==> src/rtl/reg_file_2r1w_if.sv <==
// reg_file_2r1w_if: decode-side request and operand-side response bundle of the register file.
interface reg_file_2r1w_if #(
    parameter int DATA_W = 32,
    parameter int ADDR_W = 4
);
    logic              Read;
    logic              Write;
    logic              Clear;
    logic [ADDR_W-1:0] Ra;
    logic [ADDR_W-1:0] Rb;
    logic [ADDR_W-1:0] Rw;
    logic [DATA_W-1:0] Data;
    logic [DATA_W-1:0] OutA;
    logic [DATA_W-1:0] OutB;
    logic              Valid;
    logic              Busy;
    modport master (output Read, Write, Clear, Ra, Rb, Rw, Data, input OutA, OutB, Valid, Busy);
    modport slave  (input Read, Write, Clear, Ra, Rb, Rw, Data, output OutA, OutB, Valid, Busy);
endinterface

==> src/rtl/reg_file_2r1w.sv <==
// reg_file_2r1w: two-read/one-write register file with bypass, zero register and sequential bulk clear.
module reg_file_2r1w #(
    parameter int DATA_W   = 32,
    parameter int ADDR_W   = 4,
    parameter int ZERO_REG = 1,
    parameter int BYPASS   = 1
) (
    input logic            clk,
    input logic            rst,
    reg_file_2r1w_if.slave bus
);
    localparam int DEPTH = 1 << ADDR_W;
    localparam logic [0:0] IDLE = 1'b0, CLEAR = 1'b1;
    logic [0:0]        state;
    logic [ADDR_W-1:0] cnt;
    logic [DATA_W-1:0] mem [DEPTH];
    logic              idle, rd, wr;
    logic [DATA_W-1:0] va, vb;
    // Clear wins over Read/Write on the edge it is sampled in.
    always_comb begin
        idle = state == IDLE;
        rd = idle && bus.Read && !bus.Clear;
        wr = idle && bus.Write && !bus.Clear && !(ZERO_REG != 0 && bus.Rw == '0);
        va = (ZERO_REG != 0 && bus.Ra == '0) ? '0 :
             (BYPASS != 0 && bus.Write && bus.Rw == bus.Ra) ? bus.Data : mem[bus.Ra];
        vb = (ZERO_REG != 0 && bus.Rb == '0) ? '0 :
             (BYPASS != 0 && bus.Write && bus.Rw == bus.Rb) ? bus.Data : mem[bus.Rb];
    end
    assign bus.Busy = state == CLEAR;
    always_ff @(posedge clk or posedge rst) begin
        if (rst) begin
            state <= IDLE;
            cnt <= '0;
            bus.OutA <= '0;
            bus.OutB <= '0;
            bus.Valid <= 1'b0;
            for (int i = 0; i < DEPTH; i++) mem[i] <= '0;
        end else begin
            bus.Valid <= rd;
            if (rd) begin
                bus.OutA <= va;
                bus.OutB <= vb;
            end
            if (state == CLEAR) begin
                mem[cnt] <= '0;
                cnt <= cnt + 1'b1;
                state <= &cnt ? IDLE : CLEAR;
            end else begin
                if (bus.Clear) state <= CLEAR;
                if (wr) mem[bus.Rw] <= bus.Data;
            end
        end
    end
endmodule

==> src/flat_wrapper.sv <==
// flat-port wrapper written by rule: the top's interface ports become plain ports
module reg_file_2r1w_flat 
#(
    parameter int DATA_W   = 32,
    parameter int ADDR_W   = 4,
    parameter int ZERO_REG = 1,
    parameter int BYPASS   = 1
)
  (clk, rst, bus_Read, bus_Write, bus_Clear, bus_Ra, bus_Rb, bus_Rw, bus_Data, bus_OutA, bus_OutB, bus_Valid, bus_Busy);
  reg_file_2r1w_if #(.DATA_W(DATA_W), .ADDR_W(ADDR_W)) bus_i ();
  input logic clk;
  input logic rst;
  input wire logic [$bits(bus_i.Read)-1:0] bus_Read;
  input wire logic [$bits(bus_i.Write)-1:0] bus_Write;
  input wire logic [$bits(bus_i.Clear)-1:0] bus_Clear;
  input wire logic [$bits(bus_i.Ra)-1:0] bus_Ra;
  input wire logic [$bits(bus_i.Rb)-1:0] bus_Rb;
  input wire logic [$bits(bus_i.Rw)-1:0] bus_Rw;
  input wire logic [$bits(bus_i.Data)-1:0] bus_Data;
  output wire logic [$bits(bus_i.OutA)-1:0] bus_OutA;
  output wire logic [$bits(bus_i.OutB)-1:0] bus_OutB;
  output wire logic [$bits(bus_i.Valid)-1:0] bus_Valid;
  output wire logic [$bits(bus_i.Busy)-1:0] bus_Busy;
  assign bus_i.Read = bus_Read;
  assign bus_i.Write = bus_Write;
  assign bus_i.Clear = bus_Clear;
  assign bus_i.Ra = bus_Ra;
  assign bus_i.Rb = bus_Rb;
  assign bus_i.Rw = bus_Rw;
  assign bus_i.Data = bus_Data;
  assign bus_OutA = bus_i.OutA;
  assign bus_OutB = bus_i.OutB;
  assign bus_Valid = bus_i.Valid;
  assign bus_Busy = bus_i.Busy;
  reg_file_2r1w #(.DATA_W(DATA_W), .ADDR_W(ADDR_W), .ZERO_REG(ZERO_REG), .BYPASS(BYPASS)) u_core (.clk(clk), .rst(rst), .bus(bus_i));
endmodule
==> config.mk <==
export PLATFORM = sky130hd
export DESIGN_NAME = reg_file_2r1w_flat
export DESIGN_NICKNAME = d
export VERILOG_FILES = /design/src/rtl/reg_file_2r1w_if.sv /design/src/rtl/reg_file_2r1w.sv /design/src/flat_wrapper.sv
export SDC_FILE = /design/constraint.sdc
export NUM_CORES = 1
export LEC_CHECK = 0
export ABC_AREA = 1
export BUFFER_PORTS_ARGS = -buffer_cell sky130_fd_sc_hd__buf_2
export CAP_MARGIN = 10
export CORE_ASPECT_RATIO = 0.7
export CORE_MARGIN = 1.5
export CORE_UTILIZATION = 35
export DETAILED_ROUTE_END_ITERATION = 10
export PLACE_DENSITY = 0.52
export SLEW_MARGIN = 0
export SYNTH_ARGS = -nofsm -noshare
export SYNTH_HDL_FRONTEND = slang
export SYNTH_SLANG_ARGS = --single-unit
export TNS_END_PERCENT = 10
==> constraint.sdc <==
create_clock -name clk -period 23.3 [get_ports clk]
set_clock_uncertainty 0.15 [all_clocks]
set_input_delay 1.165 -clock clk [delete_from_list [all_inputs] [get_ports clk]]
set_output_delay 1.165 -clock clk [all_outputs]
set_load 0.03 [all_outputs]
==> impl_results.md <==
- Status: complete, no violations
- P_leak: between 15 and 20 nW
- DP Wirelength: between 70000 and 80000 um
- Port buffer count: ~110
- Final Hold Viols: 0
- Ys Warns: 0
- Crit start category: primary input
- Final net count: 4434
- Hold Path Class: reg -> reg
- TritonCTS Buffers: 59
- Routed WL: approximately 140000 um
- VDD IR-drop max: 66.1 uV
- Crit-path cells: buf_8 -> inv_8 -> nand2_1 -> o211ai_1 -> nor2_4 -> buf_4 -> a21oi_1 -> nand2_1 -> nand2_1
- CTS H-tree lvls: 2
- Max-slew headroom: between 10% and 20%
- Initial antenna violation count: 5
- Slew @ Worst Pin: 1.24 ns
- Setup TNS: 0 ns
- Compound-Gate Fraction of Synth Area: between 10% and 20%
- CTS resizes: 0
- Most used cell, CP: nand2_1
- Worst Path Max Fanout: 110
- # setup viols final: 0
- Area Overhead vs Synth: 10.7%
- Die Height: 256 um
- CP max stage delay: between 0.7 and 0.8 ns
- TritonRoute pass-1 iters: 6
- Dpl ws: 19.02 ns
- Most common flop cell mapped by yosys: dfrtp_1
- Main combinational cell family by area after synthesis: simple AND/OR/NAND/NOR gates
- Row cnt: between 90 and 100
- Gate Count Post-Synth: approximately 4500
- Routing usage on met1: a little over two fifths
- Clock Tree Root: clkbuf_16
- Setup ws final: approximately 20 ns
- Vias: roughly 32000
- Worst path buffer plus inverter count: 3
- RD Place Congestion: between 0.8 and 0.9
- Die ar.: 93000 um^2
- CP Capture Type: flip-flop
- Synthesized net count: about 4500
- Fraction of layout cells with a size suffix above 1: under 10%
- WL/cell: roughly 25 um
- XOR/XNOR share of the synthesized area: less than 1%
- DRC: 0
- Num Clock Sinks: approximately 580
- Clk_lat worst skew: ~0.67 ns
- Antenna Nets Post-Route: 0
- EDFF count, synth: 0
- # Post-CTS Setup Buffers: 0
- Crit-path slowest cell: buf_4
- Starting Density: between 30% and 40%
- Vias in the first global route: about 30000
- Post-Synth Adder-Cell Area: 0.157%
- First-pass GRT wire length: approximately 210000 um
- Number of distinct library cells after synthesis: 26
- Met3 global-route usage: between 5 and 6%
- FMAX: approximately 270 MHz
- Crit path required time: between 20 and 25 ns
- Initial DRC Count: a little under 4000
- Post-Syn Area: 31900 um^2
- Hold_buf cts: 0
- Total power: between 0.003 and 0.004 W
- Max-Cap Viols: 0
- Post-Synth Simple-Gate Area: 30.6%
- Met2 Use GR: a little over two fifths
- FFs w/ async S/R, synth: 100%
- Commonest non-fill, non-tap cell in the layout: nand2_1
- IO Count: approximately 120
- Fillers: about 9500
- Commonest cells after routing, fill and taps aside: nand2_1 (1569), nand3_1 (650), dfrtp_1 (582), inv_1 (526), o22ai_1 (476)
- Period utilisation layout: about 16%
- CTS max path bufs: 3
- Min cycle time layout: approximately 3.8 ns
- DR vias/cell: 5.62
- Seq cells post-synth: 582
- Overflow after GRT: 0
- Pwr dens: approximately 90 nW/um^2
- Setup CP Type: in -> reg
- Reg clk slew, reported paths: approximately 0.060 ns
- Syn_area_per_cell: 7.10 um^2
- Die X: approximately 360 um
- RSZ-0062 raised after global routing: no
- CP arrival: between 4 and 5 ns
- Fin. max-slew vios: 0
- Largest net degree at the start of global routing: 115
- CTS tree: built
- GR Util All Layers: 29.6%
- Core Box Area: around 90000 um^2
- Sequential area share after synthesis: 45.6%
- Delay-heaviest family, CP: buffers and inverters
- Busiest layer in global routing: met1
- Mux cell area share after synthesis: 0%
[state kept, by name, indices dropped and copies added (netlist names)]
| register | count |
|---|---|
| u_core.bus.Busy | 1 |
| u_core.bus.OutA | 32 |
| u_core.bus.OutB | 32 |
| u_core.bus.Valid | 1 |
| u_core.cnt | 4 |
| u_core.mem | 512 |
[layout make-up]
class | instances | area, um^2 | share of cell area, %
Clock buffer | 81 | 1720 | 4.87
Clock inverter | 30 | 395 | 1.12
Timing Repair Buffer | 182 | 1110 | 3.15
Antenna cell | 1 | 2.50 | 0.00708
Tap cell | 1222 | 1530 | 4.33
Sequential cell | 582 | 14600 | 41.2
Inverter | 567 | 2160 | 6.12
Multi-Input combinational cell | 2989 | 13800 | 39.2
[where the power goes]
part           switching [W]  internal (W)  total [W]  leakage (nW)
Clock               0.000455      0.000615    0.00107          1.05
Combinational       0.000647      0.000220   0.000867          9.89
Sequential         0.0000821       0.00115    0.00123          8.04
[cell usage after synthesis (3+ instances only)]
library cell	count	share of area, %
nand4_1	5	0.098
nor3_1	6	0.094
xor2_1	3	0.082
nor3_2	3	0.094
nand3_1	651	10
buf_1	35	0.41
clkbuf_1	180	2.1
dfrtp_1	582	46
a21oi_1	66	1.0
o22ai_1	476	9.3
nor2_1	103	1.2
o21ai_0	5	0.078
inv_2	6	0.071
buf_4	10	0.24
ha_1	4	0.16
clkinv_1	32	0.38
inv_1	529	6.2
buf_2	128	2.0
nand2_1	1592	19
o211ai_1	65	1.5
o21ai_2	3	0.082
[cells by family (layout without fill, tap and decap cells)]
| logic type | count (synthesis) | count (layout) |
|---|---|---|
| adders and majority gates | 4 | 4 |
| AOI/OAI and AO/OA | 616 | 616 |
| and+or+nand+nor | 2366 | 2366 |
| other | 0 | 1 |
| DFF | 582 | 582 |
| buffers and inverters | 920 | 860 |
| xor gates and xnor gates | 3 | 3 |
[metrics by stage]
step           util, %  hold WS, ns  cells  instance area, um^2
6_report          39.2        0.323   5654                35300
5_1_grt           39.2        0.348   5654                35300
4_1_cts           39.2        0.329   5653                35300
3_5_place_dp      36.9        0.312   5542                33200
3_3_place_gp      36.9        0.313   5542                33200
2_1_floorplan        -        0.321   4491                31900
[worst min-delay path: stages (launching register included)]
cell and delay, ns:
dfrtp_1 0.34, nand2_1 0.05, nand2_1 0.05
[per-layer routing]
metal | wire [um] | up-vias
met4 | 4750 | 2
met1 | 62200 | 15400
met5 | 86 | -
met3 | 14800 | 257
li1 | - | 14300
met2 | 57400 | 1821
[final timing paths]
kind                                 endpoint  depth (start not counted)               start  slack (ns)
min reg2reg                u_core.bus.OutB[6]                          2  u_core.bus.OutB[6]        0.32
min                        u_core.bus.OutB[6]                          2  u_core.bus.OutB[6]        0.32
max in group asynchronous     u_core.mem[507]                          4                 rst       20.12
max                        u_core.bus.OutA[1]                          9           bus_Ra[0]       19.53
max reg2reg                u_core.bus.OutA[1]                          9     u_core.bus.Busy       19.74
min in group asynchronous     u_core.mem[293]                          2                 rst        0.55
No activity file was read; power rests on OpenSTA's default activity.
